--- src/rtl/smc_pkg.sv ---
// smc_pkg
// Shared definitions for the SMC frame scoring engine:
//   - smc_state_e    : frame controller states (IDLE, LOAD, SUM, DONE)
//   - MODE_*_BIT     : bit positions inside the 2-bit in_mode word
//   - WEIGHT_BASE    : weight applied to the first selected value in ID mode
//   - smc_out_width  : result width that can never overflow for a given
//                      per-sample value width and selection count
package smc_pkg;

  typedef enum logic [1:0] {
    IDLE,
    LOAD,
    SUM,
    DONE
  } smc_state_e;

  localparam int MODE_ID_BIT    = 0;
  localparam int MODE_LARGE_BIT = 1;
  localparam int WEIGHT_BASE    = 3;

  // Worst-case weight sum is 3+4+...+(K+2) = K*(K+5)/2, so the result
  // needs that many extra bits on top of one sample value.
  function automatic int smc_out_width(input int val_w, input int k_sel);
    return val_w + $clog2(k_sel * (k_sel + 5) / 2 + 1);
  endfunction

endpackage

--- src/rtl/smc_mos_calc.sv ---
// smc_mos_calc
// Combinational per-sample transistor model. Produces either the drain
// current (ID) or the transconductance (gm) of one sample, divided by 3
// with the full-precision product formed before the divide.
// Ports:
//   w       in  IN_W   transistor width
//   vgs     in  IN_W   gate-source voltage
//   vds     in  IN_W   drain-source voltage
//   mode_id in  1      1 = ID, 0 = gm
//   value   out VAL_W  floor(result / 3)
module smc_mos_calc #(
  parameter int IN_W  = 3,
  parameter int VAL_W = 3 * IN_W + 1
) (
  input  logic [IN_W-1:0]  w,
  input  logic [IN_W-1:0]  vgs,
  input  logic [IN_W-1:0]  vds,
  input  logic             mode_id,
  output logic [VAL_W-1:0] value
);

  // Two spare bits over W*ov*vds cover the factor of 2 in the triode term.
  localparam int CW = 3 * IN_W + 2;

  logic [CW-1:0] w_e;
  logic [CW-1:0] ov_e;
  logic [CW-1:0] vds_e;
  logic [CW-1:0] num;

  // Region select: cutoff when vgs<=1, triode when the overdrive exceeds
  // vds, saturation otherwise. ov_e wraps in cutoff but is unused there.
  always_comb begin
    w_e   = CW'(w);
    vds_e = CW'(vds);
    ov_e  = CW'(vgs) - CW'(1);
    num   = '0;
    if (vgs > IN_W'(1)) begin
      if (ov_e > vds_e) begin
        num = mode_id ? w_e * ((CW'(2) * ov_e * vds_e) - (vds_e * vds_e))
                      : CW'(2) * w_e * vds_e;
      end else begin
        num = mode_id ? w_e * ov_e * ov_e
                      : CW'(2) * w_e * ov_e;
      end
    end
    value = VAL_W'(num / CW'(3));
  end

endmodule

--- src/rtl/smc_stream_calc.sv ---
// smc_stream_calc
// Frame-level scoring engine. Accepts N_CH transistor samples over a
// valid/ready handshake, keeps their ID/gm values in a descending sorted
// register array (insertion sort, one value per cycle), then spends K_SEL
// cycles accumulating a weighted sum of the K_SEL largest or smallest values
// and presents it on a valid/ready output.
// Ports:
//   clk        in  1      rising-edge clock
//   rst        in  1      synchronous active-high reset
//   in_valid   in  1      sample valid
//   in_ready   out 1      sample accepted this cycle when in_valid is high
//   in_w       in  IN_W   transistor width
//   in_vgs     in  IN_W   gate-source voltage
//   in_vds     in  IN_W   drain-source voltage
//   in_mode    in  2      [0] 1=ID/0=gm, [1] 1=largest/0=smallest;
//                         only the first sample of a frame is looked at
//   out_valid  out 1      result valid
//   out_ready  in  1      consumer accepts result
//   out_n      out OUT_W  weighted sum
module smc_stream_calc
  import smc_pkg::*;
#(
  parameter  int N_CH  = 6,
  parameter  int K_SEL = 3,
  parameter  int IN_W  = 3,
  localparam int VAL_W = 3 * IN_W + 1,
  localparam int OUT_W = smc_out_width(VAL_W, K_SEL)
) (
  input  logic             clk,
  input  logic             rst,
  input  logic             in_valid,
  output logic             in_ready,
  input  logic [IN_W-1:0]  in_w,
  input  logic [IN_W-1:0]  in_vgs,
  input  logic [IN_W-1:0]  in_vds,
  input  logic [1:0]       in_mode,
  output logic             out_valid,
  input  logic             out_ready,
  output logic [OUT_W-1:0] out_n
);

  if (N_CH < 2 || N_CH > 32) begin : g_bad_n_ch
    $error("smc_stream_calc: N_CH must be in 2..32");
  end
  if (K_SEL < 1 || K_SEL > N_CH) begin : g_bad_k_sel
    $error("smc_stream_calc: K_SEL must be in 1..N_CH");
  end

  localparam int CNT_W = $clog2(N_CH + 1);
  localparam int POS_W = $clog2(N_CH);
  localparam int IDX_W = $clog2(K_SEL + 1);

  smc_state_e       state_q, state_d;
  logic [CNT_W-1:0] count_q, count_d;
  logic [IDX_W-1:0] idx_q, idx_d;
  logic [1:0]       mode_q, mode_d;
  logic [VAL_W-1:0] val_q [N_CH];
  logic [VAL_W-1:0] val_d [N_CH];
  logic [OUT_W-1:0] acc_q, acc_d;
  logic             in_ready_q, in_ready_d;
  logic             out_valid_q, out_valid_d;

  logic             accept;
  logic             calc_id;
  logic [VAL_W-1:0] new_val;
  logic [N_CH-1:0]  ge;
  logic [POS_W-1:0] sel_pos;
  logic [VAL_W-1:0] sel_val;
  logic [OUT_W-1:0] weight;

  assign in_ready  = in_ready_q;
  assign out_valid = out_valid_q;
  assign out_n     = acc_q;

  // The mode is not latched yet on the first sample, so take it straight
  // from the input in IDLE.
  assign accept  = in_valid && in_ready_q;
  assign calc_id = (state_q == IDLE) ? in_mode[MODE_ID_BIT] : mode_q[MODE_ID_BIT];

  smc_mos_calc #(
    .IN_W  (IN_W),
    .VAL_W (VAL_W)
  ) u_mos_calc (
    .w       (in_w),
    .vgs     (in_vgs),
    .vds     (in_vds),
    .mode_id (calc_id),
    .value   (new_val)
  );

  // ge[j] marks occupied slots that stay above the new value. Using >=
  // places a new equal value after the older ones, keeping arrival order.
  // Because the array is sorted, ge is a run of ones from index 0.
  always_comb begin
    for (int j = 0; j < N_CH; j++) begin
      ge[j] = (CNT_W'(j) < count_q) && (val_q[j] >= new_val);
    end
  end

  // Summation operand: a window of K_SEL slots starting at the top of the
  // array (largest) or ending at its bottom (smallest).
  always_comb begin
    sel_pos = mode_q[MODE_LARGE_BIT] ? POS_W'(0) : POS_W'(N_CH - K_SEL);
    sel_pos = sel_pos + POS_W'(idx_q);
    sel_val = val_q[sel_pos];
    weight  = mode_q[MODE_ID_BIT] ? OUT_W'(WEIGHT_BASE) + OUT_W'(idx_q) : OUT_W'(1);
  end

  always_comb begin
    state_d     = state_q;
    count_d     = count_q;
    idx_d       = idx_q;
    mode_d      = mode_q;
    val_d       = val_q;
    acc_d       = acc_q;
    in_ready_d  = in_ready_q;
    out_valid_d = out_valid_q;

    case (state_q)
      IDLE, LOAD: begin
        if (accept) begin
          // Insert: slots above the insertion point keep their value, the
          // insertion point takes the new value, the rest shift down by one.
          val_d[0] = ge[0] ? val_q[0] : new_val;
          for (int j = 1; j < N_CH; j++) begin
            if (ge[j]) begin
              val_d[j] = val_q[j];
            end else if (ge[j-1]) begin
              val_d[j] = new_val;
            end else begin
              val_d[j] = val_q[j-1];
            end
          end
          count_d = count_q + CNT_W'(1);
          if (state_q == IDLE) begin
            mode_d = in_mode;
          end
          if (count_d == CNT_W'(N_CH)) begin
            state_d    = SUM;
            in_ready_d = 1'b0;
            idx_d      = '0;
            acc_d      = '0;
          end else begin
            state_d = LOAD;
          end
        end
      end
      SUM: begin
        acc_d = acc_q + OUT_W'(sel_val) * weight;
        idx_d = idx_q + IDX_W'(1);
        if (idx_q == IDX_W'(K_SEL - 1)) begin
          state_d     = DONE;
          out_valid_d = 1'b1;
        end
      end
      DONE: begin
        if (out_valid_q && out_ready) begin
          state_d     = IDLE;
          out_valid_d = 1'b0;
          in_ready_d  = 1'b1;
          count_d     = '0;
          acc_d       = '0;
          for (int j = 0; j < N_CH; j++) begin
            val_d[j] = '0;
          end
        end
      end
      default: begin
        state_d = IDLE;
      end
    endcase
  end

  // Single state register for the frame controller and its outputs.
  always_ff @(posedge clk) begin
    if (rst) begin
      state_q     <= IDLE;
      count_q     <= '0;
      idx_q       <= '0;
      mode_q      <= '0;
      acc_q       <= '0;
      in_ready_q  <= 1'b1;
      out_valid_q <= 1'b0;
      for (int j = 0; j < N_CH; j++) begin
        val_q[j] <= '0;
      end
    end else begin
      state_q     <= state_d;
      count_q     <= count_d;
      idx_q       <= idx_d;
      mode_q      <= mode_d;
      acc_q       <= acc_d;
      in_ready_q  <= in_ready_d;
      out_valid_q <= out_valid_d;
      val_q       <= val_d;
    end
  end

endmodule

--- config.mk ---
export PLATFORM = sky130hd
export DESIGN_NAME = smc_stream_calc
export DESIGN_NICKNAME = d
export VERILOG_FILES = /design/src/rtl/smc_pkg.sv /design/src/rtl/smc_mos_calc.sv /design/src/rtl/smc_stream_calc.sv
export SDC_FILE = /design/constraint.sdc
export NUM_CORES = 1
export LEC_CHECK = 0
export ABC_CLOCK_PERIOD_IN_PS = 16350
export CAP_MARGIN = 0
export CELL_PAD_IN_SITES_DETAIL_PLACEMENT = 0
export CELL_PAD_IN_SITES_GLOBAL_PLACEMENT = 1
export CORE_MARGIN = 2
export CORE_UTILIZATION = 44
export CTS_CLUSTER_DIAMETER = 200
export DETAILED_ROUTE_END_ITERATION = 8
export PLACE_DENSITY_LB_ADDON = 0.1
export SYNTH_ARGS = -nofsm -noshare
export SYNTH_HDL_FRONTEND = slang
export SYNTH_SLANG_ARGS = --single-unit
export TNS_END_PERCENT = 50
--- constraint.sdc ---
create_clock -name clk -period 16.35 [get_ports clk]
set_input_delay 4.0875 -clock clk [delete_from_list [all_inputs] [get_ports clk]]
set_output_delay 4.0875 -clock clk [all_outputs]
set_load 0.01 [all_outputs]
# [Word level (Yosys, flattened, before mapping)]
# Index checks and enable logic that the tools add are counted.
[totals] register_bits=85 out_inout_bits=16
[op_classes] mux=46 magnitude_cmp=15 addsub=7 n_mul=8 reduce_logical=26 eq_ne=15 bitwise_logic=1 div_mod_pow=1
[ops] op="$mux W10" count=13
[ops] op="$mux W60" count=2
[ops] op="$pmux W60 S2" count=1
[ops] op="$ge A10 B10 Y1" count=6
[ops] op="$mux W11" count=4
[ops] op="$mux W14" count=3
[ops] op="$pmux W14 S3" count=1
[ops] op="$bmux W10 S3" count=1
[ops] op="$reduce_and A4 Y1" count=7
[ops] op="$mul A3 B11 Y11" count=2
[ops] op="$ne A2 B2 Y1 const B" count=10
[ops] op="$reduce_and A3 Y1" count=6
[ops] op="$add A14 B13 Y14" count=1
[ops] op="$mux W2" count=7
[ops] op="$mul A10 B3 Y13" count=1
[ops] op="$mul A3 B3 Y6" count=2
[ops] op="$div A11 B2 Y11 const B" count=1
[ops] op="$gt A11 B3 Y1" count=1
[ops] op="$mul A11 B11 Y11" count=1
[ops] op="$mul A3 B11 Y10" count=1
[ops] op="$sub A11 B6 Y11" count=1
[ops] op="$mul A10 B3 Y10" count=1
[ops] op="$mux W3" count=3
[ops] op="$logic_and A1 B1 Y1" count=8
[ops] op="other kinds (22)" count=35

# [Longest topological paths before layout]
[logic_depth] ltp_word=14 depth_mapped=66

# [Modules after synthesis]
# A second synthesis with hierarchy kept.
[hier_totals] cells_unflattened=1378 area_unflattened_um2=11509.8
[modules_own_cells] mod="smc_stream_calc" seq_area_each_um2=1701.6 instances=1 cells_per_inst=746 area_per_inst_um2=6717.7
[modules_own_cells] mod="smc_mos_calc" seq_area_each_um2=0.0 instances=1 cells_per_inst=632 area_per_inst_um2=4792.1

# [Least setup slack after synthesis]
# No wires, ideal clock.
[synth_timing] kind="input-to-reg" start="in in_vgs[0]" end="reg val_q[31] in the netlist's numbering" cell_stages=61 t_required_ns=16.292 setup_slack_ns=-0.368 arrival_time_ns=16.660 cell_sequence="inv_2 ha_1 ha_1 clkbuf_1 inv_1 nand2_1 fa_1 inv_1 ha_1 inv_1 fa_1 nor2b_1 o21ai_0 nand2b_1 fa_1 nand2_1 fa_1 inv_1 [25 not listed] and2_1 ha_1 nand2b_1 a21o_1 a21o_1 a21o_1 a21o_1 a21o_1 a21oi_1 nor2b_1 o21ai_0 nand2b_1 a21oi_1 nor2_1 nand2b_1 clkbuf_1 a2111oi_1 a21o_1"
[synth_between] elab_chain_cells=14 elab_cells_between_ends=24 cone_classes="2 x add/sub; 5 x mul; 1 x div; 4 x order compare; 1 x eq/ne; 8 x mux; 3 x reduce/logical"
[synth_lines] element="start: declaration" line="smc_stream_calc.sv:34" source="input logic [IN_W-1:0] in_vgs,"
[synth_lines] element="$sub A3 B1 Y4" line="smc_mos_calc.sv:35" source="ov_e = CW'(vgs) - CW'(1);"
[synth_lines] element="$mul A10 B3 Y10" line="smc_mos_calc.sv:39" source="num = mode_id ? w_e * ((CW'(2) * ov_e * vds_e) - (vds_e * vds_e))"
[synth_lines] element="$sub A11 B6 Y11" line="smc_mos_calc.sv:39"
[synth_lines] element="$mul A3 B11 Y11" line="smc_mos_calc.sv:39"
[synth_lines] element="$mux W11" line="smc_mos_calc.sv:39"
[synth_lines] element="$mux W11" line="smc_mos_calc.sv:38" source="if (ov_e > vds_e) begin"
[synth_lines] element="$mux W11 *" line="smc_mos_calc.sv:37" source="if (vgs > IN_W'(1)) begin"
[synth_lines] element="$div A11 B2 Y11 *" line="smc_mos_calc.sv:46" source="value = VAL_W'(num / CW'(3));"
[synth_lines] element="$ge A10 B10 Y1" line="smc_stream_calc.sv:96" source="ge[j] = (CNT_W'(j) < count_q) && (val_q[j] >= new_val);"
[synth_lines] element="$logic_and A1 B1 Y1" line="smc_stream_calc.sv:96"
[synth_lines] element="$mux W10" line="smc_stream_calc.sv:128" source="end else if (ge[j-1]) begin"
[synth_lines] element="$mux W10" line="smc_stream_calc.sv:126" source="if (ge[j]) begin"
[synth_lines] element="$mux W60" line="smc_stream_calc.sv:121" source="if (accept) begin"
[synth_lines] element="$pmux W60 S2" line="smc_stream_calc.sv:119" source="case (state_q)"
[synth_lines] element="end signal: assignment" line="smc_stream_calc.sv:195" source="val_q <= val_d;"
[synth_lines] element="end: declaration" line="smc_stream_calc.sv:57" source="logic [VAL_W-1:0] val_q [N_CH];"
# Every way passes the cells marked *; elsewhere a longest branch is shown, timed or not. The select of a mux whose other input is x is not followed.
# A chain may end at the register's enable or synchronous reset.

# [Worst setup path after layout]
[layout_timing] start="in in_vgs[0]" end="reg val_q[36] in the netlist's numbering"
# The elaborated chain is that of the path after synthesis.

==> impl_metrics.tcl <==
set metrics [dict create \
    status "complete, no violations" \
    antenna_found_initial 0 \
    dr.pass1.iters 5 \
    viasPerCell 5.52 \
    syn_nets 1722 \
    power_density_nw_per_um2 168 \
    min_path_type "flop to flop" \
    seq_area_frac_synth_pct 14.2 \
    ctsHoldBuffers 0 \
    setup_viol 0 \
    rows 60 \
    first_iter_violations 636 \
    avgSynthCellArea_um2 8.07 \
    htree_levels 3 \
    clk_pin_slew_ps 80 \
    synthToLayoutAreaGrowth_pct 21.7 \
    dp_cells 1951 \
    cap_violations 0 \
    fill_cells 2554 \
    final_nets 1873 \
    synth_edf_count 0 \
    instances_no_fill 1976 \
    fin_crit_ps 16310 \
    hpwl_um 27100 \
    required_ps 16560 \
    grt_pass1_wl_um 56300 \
    layout.cells.most_common "nor2_1" \
    place_congestion 0.880 \
    timing.slew.headroom_pct 30.3 \
    p_leak_uw 0.00683 \
    finalCritPeriodShare_pct 99.7 \
    globalRouteTotalUtil_pct 24.6 \
    crit_type "primary input to flop" \
    via_count 10900 \
    timing.fmax_mhz 61.3 \
    drc_errors 0 \
    cts.sinks 85 \
    routed_wl_um 34700 \
    ant_nets 0 \
    arrival_ps 16510 \
    grt_setup_unrepaired "true" \
    peakVddDrop_v 0.000113 \
    startpoint_type "primary input" \
    gr-total-overflow 0 \
    clk_latency_ps 350 \
    antenna_cells 0 \
    synthCells 1479 \
    yosys.area_share.adder_pct 28.4 \
    synth_cell_types 84 \
    die_area_um2 28500 \
    ios 31 \
    final_layout_size_suffix_gt1_share_pct 20.1 \
    final_cell_mix "nor2_1 (162), inv_1 (160), buf_4 (155)" \
    yosys_warnings 0 \
    synth-main-ff-cell "dfxtp_1" \
    core-area_um2 26800 \
    async_flop_share_pct 0 \
    finClkSkew_ps 13.5 \
    final_hold_viol_count 0 \
    crit_slowest_cell "fa_1" \
    grt_pass1_vias 10900 \
    grt_max_degree 82 \
    drv_slew 0 \
    initial_core_util_pct 44.6 \
    max_stage_delay_ps 530 \
    cts_tree "done" \
    end_kind "flop" \
    syn_area_um2 11900 \
    timing.hold.ws_ps 483 \
    synth_mux_area_share_pct 6.29 \
    synth_top_family_by_area "adder cells" \
    fp.dieH_um 169 \
    routedWlPerCell_um 17.6 \
    io_buffers 30 \
    synthSimpleGateAreaFrac_pct 17.8 \
    ys_seq_elements 85 \
    cts-buffers-inserted 9 \
    clockBufferDepth 2 \
    die_w_um 169 \
    tightest_slew_ps 1040 \
    cts-root-buf "clkbuf_16" \
    crit_fanout 10 \
    synth_compound_area_share_pct 22.0 \
    synth_xor_xnor_area_share_pct 4.15 \
]
[sequential cells by signal, summed over array words and instances, names as in the netlist]
signal / cells
count_q: 3
idx_q: 2
in_ready: 1
mode_q: 2
out_n: 14
out_valid: 1
state_q: 2
val_q: 60
[repair_timing]
| item | CTS | global route |
|---|---|---|
| buffers inserted | 4 | 4 |
| pin swaps | 22 | 25 |
| gates cloned | 1 | 0 |
| resized for setup | 56 | 39 |
| setup endpoints to repair | 60 | 60 |
[per-layer routing]
metal | GRT usage (%) | wire (um)
met4 | 6.03 | 709
met1 | 32.6 | 15900
met5 | 0 | 0
met3 | 1.78 | 1070
met2 | 43.7 | 17000
[power by group]
| group | internal [uW] | switching, uW | leakage [uW] |
|---|---|---|---|
| clock | 137 | 96.4 | 0.000163 |
| combinational | 906 | 1050 | 0.00598 |
| sequential | 227 | 25.4 | 0.000687 |
[area by class of cell]
class	instances	area (um^2)	area share, %
Tap cell	341	427	2.93
Sequential cell	85	1700	11.7
Clock inverter	7	103	0.706
Clock buffer	9	225	1.55
Timing Repair Buffer	201	1670	11.5
Multi-Input combinational cell	1170	9800	67.4
Inverter	163	614	4.23
[synthesized netlist by cell type, drive strengths merged, types with 8 or more instances]
| library cell | count | share of area, % |
|---|---|---|
| xnor2 | 35 | 2.6 |
| xor2 | 13 | 0.95 |
| o21a | 9 | 0.57 |
| nor3 | 19 | 0.80 |
| mux2i | 39 | 3.3 |
| nand2 | 133 | 4.2 |
| and2 | 15 | 0.79 |
| inv | 163 | 5.1 |
| a22o | 8 | 0.59 |
| fa | 72 | 12 |
| nor2b | 30 | 1.6 |
| nor2 | 170 | 5.4 |
| a22oi | 28 | 1.8 |
| nand3 | 15 | 0.63 |
| buf | 13 | 0.48 |
| mux4 | 11 | 2.1 |
| o21ai | 67 | 2.9 |
| clkbuf | 48 | 1.5 |
| a31oi | 8 | 0.52 |
| o21bai | 13 | 0.85 |
| a2bb2oi | 17 | 1.2 |
| mux2 | 10 | 0.94 |
| a21oi | 93 | 4.0 |
| dfxtp | 85 | 14 |
| o31ai | 8 | 0.54 |
| ha | 156 | 16 |
| a21o | 40 | 2.5 |
| nand2b | 39 | 2.0 |
| a211oi | 29 | 2.0 |
[worst max-delay path, delay by kind of cell]
kind / cells / cell delay (ps)
AOI/OAI and AO/OA: 21 / 3060
adders and majority gates: 13 / 4970
buffers and inverters: 11 / 1540
muxes: 1 / 180
and+or+nand+nor: 15 / 2630
[kinds of logic after synthesis]
family	after synthesis
xor+xnor	51
flops	85
mux	60
simple gates	459
compound gates	372
buf+inv	224
fa+ha+maj	228
[through the flow]
step           area (um^2)  total power [uW]  setup TNS (ps)  setup slack, ps  utilization [%]
4_1_cts              14300              2390               0             9.92             53.5
3_5_place_dp         13700              2100          -42950             -866             51.3
3_3_place_gp         13700              2090          -33980             -742             51.3
5_1_grt              14500              2670          -34430             -706             54.3
6_report             14500              2440               0             42.8             54.3
2_1_floorplan        12000              1420               0              130                -
[path summary, 6_finish.rpt]
kind | cells after the start | slack, ps | endpoint | startpoint
setup / recovery | 61 | 40 | val_q[36]$_SDFFE_PP0P_ | in_vgs[0]
hold / removal | 2 | 480 | in_ready$_SDFFE_PP1P_ | in_ready$_SDFFE_PP1P_
setup reg to reg | 39 | 8110 | val_q[36]$_SDFFE_PP0P_ | state_q[1]$_SDFFE_PP0P_
hold reg to reg | 2 | 480 | in_ready$_SDFFE_PP1P_ | in_ready$_SDFFE_PP1P_
Note: power is estimated with default switching activity, not from simulation.
